<file path="src/rtl/ext_int_ctl_if.sv">
// ---------------------------------------------------------------------------
// ext_int_ctl_if -- data-bus view of the external interrupt controller.
//
// Signals:
//   addr   bus byte address            (master -> slave)
//   wdata  bus write data              (master -> slave)
//   rd     one-cycle read strobe       (master -> slave)
//   wr     one-cycle write strobe      (master -> slave)
//   rdata  read data, valid the cycle after rd  (slave -> master)
//   hit    combinational: access lands in a mapped register (slave -> master)
// ---------------------------------------------------------------------------
`ifndef ISA__XLEN
`define ISA__XLEN 32
`endif

interface ext_int_ctl_if;
  logic [`ISA__XLEN-1:0] addr;
  logic [`ISA__XLEN-1:0] wdata;
  logic                  rd;
  logic                  wr;
  logic [`ISA__XLEN-1:0] rdata;
  logic                  hit;

  modport master (output addr, output wdata, output rd, output wr,
                  input rdata, input hit);
  modport slave  (input addr, input wdata, input rd, input wr,
                  output rdata, output hit);
endinterface

</file>
<file path="src/rtl/ext_int_ctl.sv">
// ---------------------------------------------------------------------------
// ext_int_ctl -- platform external interrupt controller.
//
// Collects N_SRC peripheral requests (IDs 1..N_SRC, ID 0 = "none"), gates
// each one as edge or level, tracks pending / enable / in-service state and
// drives one registered interrupt request (exti) into the core. The core
// claims the highest-priority (lowest ID) request by reading CLAIM and
// signals completion by writing the ID back to CLAIM.
//
// Ports:
//   clk    core clock
//   rst_n  asynchronous active-low reset
//   src    request lines, bit i = source ID i, bit 0 ignored
//   bus    ext_int_ctl_if.slave: addr, wdata, rd, wr, rdata, hit
//   exti   registered external interrupt request to the core
//
// Register map (word offsets from BASE):
//   0x00 PENDING (ro)  0x04 ENABLE (rw)  0x08 TRIGGER (rw, 1=edge)
//   0x0C INSERVICE (ro)  0x10 CLAIM (read = claim, write = complete)
//
// Optional build macro EXT_INT_CTL_SYNC_EN: when defined, every src bit goes
// through a two-flop synchronizer before the gateway (src-to-exti latency 4
// cycles instead of 2). When undefined, src must be synchronous to clk.
// ---------------------------------------------------------------------------
`ifndef ISA__XLEN
`define ISA__XLEN 32
`endif

module ext_int_ctl #(
  parameter int unsigned N_SRC = 8,
  parameter logic [31:0] BASE  = 32'hF000_0000
) (
  input  logic             clk,
  input  logic             rst_n,
  input  logic [N_SRC:0]   src,
  ext_int_ctl_if.slave     bus,
  output logic             exti
);

  localparam int XL = `ISA__XLEN;

  typedef logic [N_SRC:0] vec_t;

  // Bit 0 (ID "none") never holds state.
  localparam vec_t SRC_MASK = {{N_SRC{1'b1}}, 1'b0};

  localparam logic [2:0] OFF_PENDING   = 3'd0;
  localparam logic [2:0] OFF_ENABLE    = 3'd1;
  localparam logic [2:0] OFF_TRIGGER   = 3'd2;
  localparam logic [2:0] OFF_INSERVICE = 3'd3;
  localparam logic [2:0] OFF_CLAIM     = 3'd4;

  // State
  vec_t          pending_q,   pending_d;
  vec_t          enable_q,    enable_d;
  vec_t          trigger_q,   trigger_d;
  vec_t          inservice_q, inservice_d;
  vec_t          latch_q,     latch_d;
  vec_t          prev_q,      prev_d;
  logic          exti_q,      exti_d;
  logic [XL-1:0] rdata_q,     rdata_d;

  // Sampled request lines seen by the gateway
  vec_t src_s;

`ifdef EXT_INT_CTL_SYNC_EN
  vec_t sync1_q, sync1_d;
  vec_t sync2_q, sync2_d;

  // Synchronizer next-state: shift the raw lines two stages deep.
  always_comb begin
    sync1_d = src;
    sync2_d = sync1_q;
  end

  // Synchronizer flops; cleared by reset so no stale request survives it.
  always_ff @(posedge clk or negedge rst_n) begin
    if (!rst_n) begin
      sync1_q <= {(N_SRC+1){1'b0}};
      sync2_q <= {(N_SRC+1){1'b0}};
    end else begin
      sync1_q <= sync1_d;
      sync2_q <= sync2_d;
    end
  end

  assign src_s = sync2_q;
`else
  assign src_s = src;
`endif

  // ---------------- Bus decode ----------------
  logic [2:0] off_s;
  logic       hit_s;
  logic       claim_rd_s;
  logic       cmpl_wr_s;
  logic       en_wr_s;
  logic       trig_wr_s;
  logic [4:0] cmpl_id_s;
  vec_t       wr_vec_s;

  assign off_s      = bus.addr[4:2];
  assign hit_s      = (bus.addr[31:5] == BASE[31:5]) && (off_s <= OFF_CLAIM);
  assign bus.hit    = hit_s;
  assign claim_rd_s = bus.rd && hit_s && (off_s == OFF_CLAIM);
  assign cmpl_wr_s  = bus.wr && hit_s && (off_s == OFF_CLAIM);
  assign en_wr_s    = bus.wr && hit_s && (off_s == OFF_ENABLE);
  assign trig_wr_s  = bus.wr && hit_s && (off_s == OFF_TRIGGER);
  assign cmpl_id_s  = bus.wdata[4:0];
  assign wr_vec_s   = bus.wdata[N_SRC:0] & SRC_MASK;

  // Byte-lane bits and wide write-data bits carry no meaning here.
  logic unused_bits_s;
  assign unused_bits_s = ^{bus.addr[1:0], bus.wdata};

  // ---------------- Claim arbitration ----------------
  logic [4:0] claim_id_s;

  // Lowest-numbered source that is both pending and enabled wins.
  always_comb begin
    claim_id_s = 5'd0;
    for (int i = N_SRC; i >= 1; i--) begin
      if (pending_q[i] && enable_q[i]) begin
        claim_id_s = 5'(i);
      end else begin
        claim_id_s = claim_id_s;
      end
    end
  end

  vec_t claim_vec_s;
  vec_t cmpl_vec_s;

  // One-hot views of the claimed ID and of a valid completion.
  always_comb begin
    claim_vec_s = {(N_SRC+1){1'b0}};
    cmpl_vec_s  = {(N_SRC+1){1'b0}};
    for (int i = 1; i <= N_SRC; i++) begin
      claim_vec_s[i] = claim_rd_s && (claim_id_s == 5'(i));
      cmpl_vec_s[i]  = cmpl_wr_s && (cmpl_id_s == 5'(i)) && inservice_q[i];
    end
  end

  // ---------------- Gateway ----------------
  vec_t rise_s;
  vec_t insv_after_s;
  vec_t from_latch_s;
  vec_t edge_set_s;
  vec_t edge_hold_s;
  vec_t lvl_set_s;
  vec_t trig_chg_s;

  assign rise_s       = src_s & ~prev_q & SRC_MASK;
  // In-service after this cycle's claim/complete; level requests are gated
  // against this so a completion with the line still high re-pends at once.
  assign insv_after_s = (inservice_q | claim_vec_s) & ~cmpl_vec_s & SRC_MASK;
  assign from_latch_s = cmpl_vec_s & latch_q;
  // An edge arriving while busy is remembered (1 deep) rather than dropped.
  assign edge_set_s   = rise_s & ~pending_q & ~inservice_q;
  assign edge_hold_s  = rise_s & (pending_q | inservice_q);
  assign lvl_set_s    = src_s & ~insv_after_s & SRC_MASK;
  assign trig_chg_s   = trig_wr_s ? (trigger_q ^ wr_vec_s) : {(N_SRC+1){1'b0}};

  // Per-source pending / in-service / edge-latch next state.
  always_comb begin
    pending_d   = ((pending_q & ~claim_vec_s)
                  | (trigger_q & (edge_set_s | from_latch_s))
                  | (~trigger_q & lvl_set_s)) & SRC_MASK;
    latch_d     = trigger_q & ((latch_q & ~from_latch_s) | edge_hold_s)
                  & ~trig_chg_s & SRC_MASK;
    inservice_d = insv_after_s;
    prev_d      = src_s & SRC_MASK;
    exti_d      = |(pending_q & enable_q);
  end

  // Software-writable ENABLE and TRIGGER registers.
  always_comb begin
    enable_d  = enable_q;
    trigger_d = trigger_q;
    if (en_wr_s) begin
      enable_d = wr_vec_s;
    end else begin
      enable_d = enable_q;
    end
    if (trig_wr_s) begin
      trigger_d = wr_vec_s;
    end else begin
      trigger_d = trigger_q;
    end
  end

  // Read data mux; reads see pre-write state, unmapped reads return zero.
  always_comb begin
    rdata_d = rdata_q;
    if (bus.rd) begin
      if (hit_s) begin
        case (off_s)
          OFF_PENDING:   rdata_d = XL'(pending_q);
          OFF_ENABLE:    rdata_d = XL'(enable_q);
          OFF_TRIGGER:   rdata_d = XL'(trigger_q);
          OFF_INSERVICE: rdata_d = XL'(inservice_q);
          OFF_CLAIM:     rdata_d = XL'(claim_id_s);
          default:       rdata_d = {XL{1'b0}};
        endcase
      end else begin
        rdata_d = {XL{1'b0}};
      end
    end else begin
      rdata_d = rdata_q;
    end
  end

  // State register; reset clears everything, exti drops asynchronously.
  always_ff @(posedge clk or negedge rst_n) begin
    if (!rst_n) begin
      pending_q   <= {(N_SRC+1){1'b0}};
      enable_q    <= {(N_SRC+1){1'b0}};
      trigger_q   <= {(N_SRC+1){1'b0}};
      inservice_q <= {(N_SRC+1){1'b0}};
      latch_q     <= {(N_SRC+1){1'b0}};
      prev_q      <= {(N_SRC+1){1'b0}};
      exti_q      <= 1'b0;
      rdata_q     <= {XL{1'b0}};
    end else begin
      pending_q   <= pending_d;
      enable_q    <= enable_d;
      trigger_q   <= trigger_d;
      inservice_q <= inservice_d;
      latch_q     <= latch_d;
      prev_q      <= prev_d;
      exti_q      <= exti_d;
      rdata_q     <= rdata_d;
    end
  end

  assign bus.rdata = rdata_q;
  assign exti      = exti_q;

endmodule
</file>
<file path="src/flat_wrapper.sv">
// flat-port wrapper written by rule: the top's interface ports become plain ports
module ext_int_ctl_flat 
#(
  parameter int unsigned N_SRC = 8,
  parameter logic [31:0] BASE  = 32'hF000_0000
)
  (clk, rst_n, src, exti, bus_addr, bus_wdata, bus_rd, bus_wr, bus_rdata, bus_hit);
  ext_int_ctl_if bus_i ();
  input  logic clk;
  input  logic rst_n;
  input  logic [N_SRC:0] src;
  output logic exti;
  input wire logic [$bits(bus_i.addr)-1:0] bus_addr;
  input wire logic [$bits(bus_i.wdata)-1:0] bus_wdata;
  input wire logic [$bits(bus_i.rd)-1:0] bus_rd;
  input wire logic [$bits(bus_i.wr)-1:0] bus_wr;
  output wire logic [$bits(bus_i.rdata)-1:0] bus_rdata;
  output wire logic [$bits(bus_i.hit)-1:0] bus_hit;
  assign bus_i.addr = bus_addr;
  assign bus_i.wdata = bus_wdata;
  assign bus_i.rd = bus_rd;
  assign bus_i.wr = bus_wr;
  assign bus_rdata = bus_i.rdata;
  assign bus_hit = bus_i.hit;
  ext_int_ctl #(.N_SRC(N_SRC), .BASE(BASE)) u_core (.clk(clk), .rst_n(rst_n), .src(src), .bus(bus_i), .exti(exti));
endmodule
</file>
<file path="config.mk">
export PLATFORM = sky130hd
export DESIGN_NAME = ext_int_ctl_flat
export DESIGN_NICKNAME = d
export VERILOG_FILES = /design/src/rtl/ext_int_ctl_if.sv /design/src/rtl/ext_int_ctl.sv /design/src/flat_wrapper.sv
export SDC_FILE = /design/constraint.sdc
export NUM_CORES = 1
export LEC_CHECK = 0
export CAP_MARGIN = 20
export CORE_ASPECT_RATIO = 1.75
export CORE_MARGIN = 3
export CORE_UTILIZATION = 60
export DETAILED_ROUTE_END_ITERATION = 8
export DONT_BUFFER_PORTS = 1
export GPL_TIMING_DRIVEN = 1
export PLACE_DENSITY = 0.73
export SLEW_MARGIN = 40
export SYNTH_ARGS = -nofsm -noshare
export SYNTH_HDL_FRONTEND = slang
export SYNTH_SLANG_ARGS = --single-unit
</file>
<file path="constraint.sdc">
create_clock -name clk -period 2.6 [get_ports clk]
set_clock_uncertainty 0.2 [all_clocks]
set_input_delay 0.13 -clock clk [delete_from_list [all_inputs] [get_ports clk]]
set_output_delay 0.13 -clock clk [all_outputs]
set_load 0.005 [all_outputs]
</file>
==> results.md, run 1 <==
* Maxcap violations at 0
* Row Count at 35
* Crit path time final at between 2000 and 2500 ps
* Width of the die at ~63 um
* Area leader, netlist: dfrtp_1
* Final instance area at 0.00387 mm2
* Hold_buf cts at 32
* Critical Path Fanout Max at 9
* Diode count at 0
* Pwr/cell area at 454 mW/mm2
* Post-CTS setup buffers at 0
* CP Launch Point: bus_addr[3]
* P_leak at 1.65 nW
* Period utilisation layout at a little over nine tenths
* CP arrival at ~2500 ps
* Number of gates resized after CTS at 0
* Overflow after GRT at 0
* Fillers at about 410
* Drt wl/cell at 19.2 um
* Clock Power Share at 40.9%
* Int Pwr at approximately 1.3 mW
* Worst-margin pin slew at just over 600 ps
* Tightest Hold Check Type: input pin to register
* Placed instance area at 0.00337 mm2
* Peak VDD IR at 0.359 mV
* Port Buffers at 0
* CP Depth at 6
* TritonCTS clock tree: yes
* Worst reg2reg setup slack at slightly above 400 ps
* Synth area leaders: dfrtp_1 (43%), buf_4 (5.1%), mux4_2 (4.6%)
* Reg2reg start: u_core.pending_q[3]$_DFF_PN0_
* Syn avg cell area at roughly 11 um2
* Num CTS Buffers at 9
* Placer Congestion at between 0.8 and 0.9
* Avg Vias per Cell at roughly 6
* Antenna violations before repair at 0
* Post-DP HPWL at just under 6000 um
* Final wirelength at ~8500 um
* Max incr delay on CP at roughly 740 ps
* Ys flop type: dfrtp_1
* Vias in the first global route at about 2800
* Sequential fraction of the synthesis area at 42.6%
* Mapped Cells at 323
* # IOs at between 100 and 150
* Mapped Area at about 0.0034 mm2
* Most frequent CP cell: dlygate4sd3_1
* Max-slew headroom at about three fifths
* Asr flop ratio synth at 100%
* Status: complete, but fails checks
* Violated checks: hold timing
* Global-route wire length before repair at between 10000 and 15000 um
* F_max at ~0.41 GHz
* Reg2reg path depth at 5
* Critical Setup Path Class: input pin to register
* Switching portion of total power at between 20% and 30%
* Worst-Skew Late Latency at roughly 350 ps
* Yosys top cell area share at between 40% and 50%
* Largest net degree at the start of global routing at between 50 and 60
* DRT Pass-1 Iters at 4
* Unique masters post-synth at 60
* RSZ-0062 raised after global routing: false
* Hold Vio Cnt, Final at 2
* Endpoint of the worst register-to-register path: u_core.pending_q[4]$_DFF_PN0_
* Setup crit end kind: register
* TNS Setup at 0 ps
* ANT nets after route at 0
* CP bufs+invs at 2
* Sequential Power Share at 51.8%
* CP cell instances: dlygate4sd3_1, nor3b_2, dlygate4sd3_1, nand3_1, o21ai_0, a21oi_1
* Synth-to-Final Area Change at 13.8%
* CTS H-tree depth at 3
* Nets at ~440
* CTS clk-pin slew, worst paths at roughly 60 ps
* Sw Pwr at around 0.43 mW
* Starting Density at between 60 and 70%
* Root Driver: clkbuf_8
* CP max stage cell: dlygate4sd3_1
* Critical path endpoint: u_core.latch_q[1]$_DFF_PN0_
* Count of final max-slew check failures at 0
* Crit path max-delay family: buffers and inverters
* Flops & latches, synth at 58
* Total die area at 0.00665 mm2
* Hold slack at -6.95 ps
* First DRT Iteration DRCs at 180
* # clock sinks at 58
* DR DRC count at 0
* Critical path launch point type: input pin
* Comb pwr share at 7.2%
* Global-route usage over all layers at between 20% and 30%
* Die Y at roughly 110 um
* Share of layout cells above drive strength 1 at 13.7%
* Worst EP required at between 2000 and 3000 ps
* Yosys warnings at 0
* Number of synthesized flops with an enable pin at 0
* Core area at ~0.0054 mm2
* Clock Path Buffers at 2
* Vias post-DR at between 2000 and 3000
* Endpoints failing setup at 0
## cell families after synthesis
| logic type | count (synthesis) | share of synthesized area, % |
|---|---|---|
| simple gates | 124 | 23.8 |
| compound gates | 61 | 12.3 |
| flops | 58 | 42.6 |
| buf+inv | 48 | 8.38 |
| mux | 31 | 12.8 |
| other cells | 1 | 0.110 |
## stage by stage
step	util [%]	instances	power (mW)	hold slack (ps)	setup slack (ps)
floorplan	-	345	1.01	-366	640
global placement	62.6	391	0.983	-364	459
detailed placement	62.6	391	0.985	-364	458
CTS	71.9	439	1.76	3.25	208
global route	71.9	439	1.82	27.3	30.6
finish	71.9	439	1.76	-6.95	147
## cell usage after synthesis, types with 3 or more instances
library cell and number:
mux2_2 7, dfrtp_1 58, and2_1 5, nor4_1 3
nand4_1 7, buf_4 23, nand3b_1 3, nand2b_1 4
nor2_1 26, buf_2 3, inv_1 18, o22ai_1 10
o21ai_0 10, nand3_1 10, a21oi_1 8, and3_1 3
o31ai_1 3, nor2b_1 7, o21a_1 5, nor3b_1 7
mux2i_1 7, mux2_1 9, o221ai_1 5, nand2_1 13
and3b_1 4, mux4_2 7, nor3_2 5, nor3_1 7
## per-layer routing
layer	vias up	share of wire (%)	global-route usage, %
met5	-	0	0
met4	0	3.2	15.2
met3	18	7.3	7.46
met2	129	52	46.8
met1	1323	38	29.9
li1	1230	-	-
## final cells by class
| cell class | count | area [um2] | share of cell area, % |
|---|---|---|---|
| tap | 74 | 92.6 | 2.39 |
| clock inverter | 3 | 15.0 | 0.387 |
| clock buffer | 13 | 149 | 3.84 |
| inverter | 19 | 71.3 | 1.84 |
| multi-input combinational | 239 | 1750 | 45.2 |
| timing repair buffer | 33 | 345 | 8.91 |
| sequential | 58 | 1450 | 37.5 |
## registers in the layout, summed over array words and instances, names as in the netlist
register	flops
u_core.bus.rdata	9
u_core.enable_q	8
u_core.inservice_q	8
u_core.latch_q	8
u_core.pending_q	8
u_core.prev_q	8
u_core.trigger_q	8
u_core.exti	1
## layout by cell type, fill, tap and decap left out, types with 8 or more instances in the layout
master	instances
dfrtp_1	58
dlygate4sd3_1	31
nor2_1	26
conb_1	23
inv_1	18
nand2_1	13
o21ai_0	10
nand3_1	10
o22ai_1	10
clkbuf_8	10
mux2_1	9
a21oi_1	8
## worst min-delay path by stage
stage | start | end | depth (start not counted)
3_3_place_gp | rst_n | u_core.prev_q[8]$_DFF_PN0_ | 0
4_1_cts | bus_rd | u_core.bus.rdata[5]$_DFFE_PN0P_ | 2
5_1_grt | bus_wdata[1] | u_core.inservice_q[7]$_DFF_PN0_ | 3
6_report | bus_rd | u_core.bus.rdata[5]$_DFFE_PN0P_ | 2
2_1_floorplan | rst_n | u_core.bus.rdata[0]$_DFFE_PN0P_ | 0
3_5_place_dp | rst_n | u_core.prev_q[8]$_DFF_PN0_ | 0
## power groups by stage
stage	logic [mW]	clock network [mW]	registers, mW
final	0.127	0.720	0.911
after global routing	0.141	0.772	0.911
after CTS	0.127	0.722	0.911
after detailed placement	0.0571	0	0.928
after global placement	0.0558	0	0.928
after floorplan	0.0827	0	0.927
Power figures use the tool's default switching activity.
==> run 2: changes to the inputs <==
- ABC_AREA: unset -> 1
==> results.md, run 2 <==
* Status: finished clean
* Count of final max-slew check failures at 0
* Starting Density at a little over three fifths
* Syn avg cell area at around 7.3 um2
* Max-slew headroom at between 40% and 50%
* Area leader, netlist: dfrtp_1
* Max incr delay on CP at 570 ps
* Hold wc startpoint: bus_addr[4]
* Global-route wire length before repair at around 14000 um
* # clock sinks at just under 60
* Width of the die at between 60 and 70 um
* Commonest non-fill, non-tap cells in the layout: nand2_1 (154), inv_1 (71), dfrtp_1 (58), nor2_1 (51), nand3_1 (28)
* Drt wl/cell at roughly 14 um
* CP Launch Point: bus_addr[3]
* CP cell instances: dlygate4sd3_1, nor2_4, inv_1, nand2_2, nand2_1, nor2_2, nand3_2, inv_2, nand3_1, nand2_1, nand2_1, nand2_1, nand3_1
* Most frequent CP cell: nand2_1
* CTS clk-pin slew, worst paths at 70 ps
* Synth area leaders: dfrtp_1 (41%), nand2_1 (16%), inv_1 (7.5%)
* Sequential Power Share at 46.0%
* DR top layer: met4
* Clock Power Share at 46.8%
* Avg Vias per Cell at about 5.4
* Tightest Hold Check Type: input pin to register
* Placer Congestion at about 0.92
* Crit path time final at roughly 2000 ps
* Yosys warnings at 0
* Synth cell count leaders: nand2_1 (154), inv_1 (71), dfrtp_1 (58)
* RSZ-0062 raised after global routing: false
* Post-DP HPWL at 6240 um
* Mapped Area at 0.00354 mm2
* Clock Path Buffers at 2
* Peak VDD IR at approximately 0.64 mV
* CP max stage cell: dlygate4sd3_1
* Hold_buf cts at 27
* Die Y at ~110 um
* Setup WS post-layout at ~560 ps
* Period utilisation layout at 78.3%
* CP bufs+invs at 3
* Worst-margin pin slew at roughly 810 ps
* First DRT Iteration DRCs at just under 200
* F_max at about 0.49 GHz
* Global-route usage over all layers at 27.4%
* Largest net degree at the start of global routing at about 60
* Commonest non-fill, non-tap cell in the layout: nand2_1
* Final wirelength at ~8700 um
* Yosys top cell area share at around two fifths
* Total die area at between 0.006 and 0.007 mm2
* ANT nets after route at 0
* Maxcap violations at 0
* TNS Setup at 0 ps
* Final instance area at just over 0.004 mm2
* Hold Vio Cnt, Final at 0
* Asr flop ratio synth at between 90% and 100%
* Met2 WL at between 4000 and 5000 um
* Critical path launch point type: input pin
* # IOs at 111
* CTS H-tree depth at 3
* Pre-CTS setup slack at 633 ps
* Reg2reg start: u_core.pending_q[7]$_DFF_PN0_
* Placed instance area at approximately 0.0035 mm2
* Endpoints failing setup at 0
* Met3 wire length at approximately 650 um
* Core area at about 0.0056 mm2
* Int Pwr at 1.52 mW
* Crit path max-delay family: simple AND/OR/NAND/NOR gates
* Ys flop type: dfrtp_1
* Worst EP required at roughly 2600 ps
* Vias post-DR at about 3200
* Largest register FFs at 9
* Worst-Skew Late Latency at between 300 and 400 ps
* Top-count cell post-synth: nand2_1
* Critical Path Fanout Max at 7
* Number of synthesized flops with an enable pin at 0
* Synth-to-Final Area Change at 13.9%
* Overflow after GRT at 0
* Port Buffers at 0
* Final Util at 71.6%
* CP arrival at about 2100 ps
* Pwr/cell area at between 400 and 500 mW/mm2
* Sequential fraction of the synthesis area at between 40% and 50%
* Flops & latches, synth at between 50 and 60
* Mapped Cells at about 490
* Setup crit end kind: register
* Unique masters post-synth at 32
* Root Driver: clkbuf_8
* TritonCTS clock tree: yes
* DRT met1 WL at about 3200 um
* DR DRC count at 0
* Row Count at 36
* Critical Setup Path Class: input pin to register
* Sw Pwr at 0.459 mW
* Comb pwr share at 7.2%
* Share of layout cells above drive strength 1 at 9.32%
* P_leak at 2.11 nW
* Num CTS Buffers at 9
* Switching portion of total power at 23.2%
* Hold slack at about 31 ps
* Nets at 598
* Antenna violations before repair at 0
* Diode count at 0
* Post-CTS setup buffers at 0
* Number of gates resized after CTS at 0
* Vias in the first global route at 3230
* DRT Pass-1 Iters at 6
## run 2: cell families (layout without fill, tap and decap cells)
| family | after synthesis | in the layout | synth area share [%] |
|---|---|---|---|
| AOI/OAI and AO/OA | 55 | 55 | 10.2 |
| buffers and inverters | 99 | 118 | 13.6 |
| DFF | 58 | 58 | 41.0 |
| other | 1 | 23 | 0.106 |
| and+or+nand+nor | 272 | 272 | 35.1 |
## run 2: layout make-up
class	count	area [um2]
tap	76	95.1
sequential	58	1450
fill	474	1600
inverter	73	274
multi-input combinational	350	1690
clock inverter	5	77.6
timing repair buffer	29	303
clock buffer	11	141
## run 2: power by group through the flow
stage	registers, mW	clock network [mW]	logic, mW
floorplan	0.927	0	0.0880
global placement	0.927	0	0.0793
detailed placement	0.927	0	0.0809
CTS	0.910	0.933	0.142
global route	0.910	0.973	0.161
finish	0.910	0.927	0.143
## run 2: tightest hold or removal path: stages
cell	delay, ps
nand2_2	50
nand3_1	80
nor2_1	110
nand3_1	110
nand2_1	60
## run 2: path summary, 6_finish.rpt
path	to	slack [ps]	depth (start not counted)
max	u_core.pending_q[8]$_DFF_PN0_	560	13
min	u_core.inservice_q[3]$_DFF_PN0_	30	5
max reg2reg	u_core.pending_q[3]$_DFF_PN0_	610	8
min reg2reg	u_core.enable_q[8]$_DFFE_PN0P_	310	2
max in group asynchronous	u_core.pending_q[7]$_DFF_PN0_	1840	2
min in group asynchronous	u_core.inservice_q[1]$_DFF_PN0_	100	2
## run 2: through the flow
step,instances,total power [mW]
final,602,1.98
after CTS,602,1.99
after global routing,602,2.04
after global placement,559,1.01
after detailed placement,559,1.01
after floorplan,507,1.01
## run 2: metal layers
layer,up-vias,global-route usage [%]
li1,1566,-
met1,1506,30.4
met2,141,47.0
met3,36,5.33
met4,0,17.3
met5,-,0
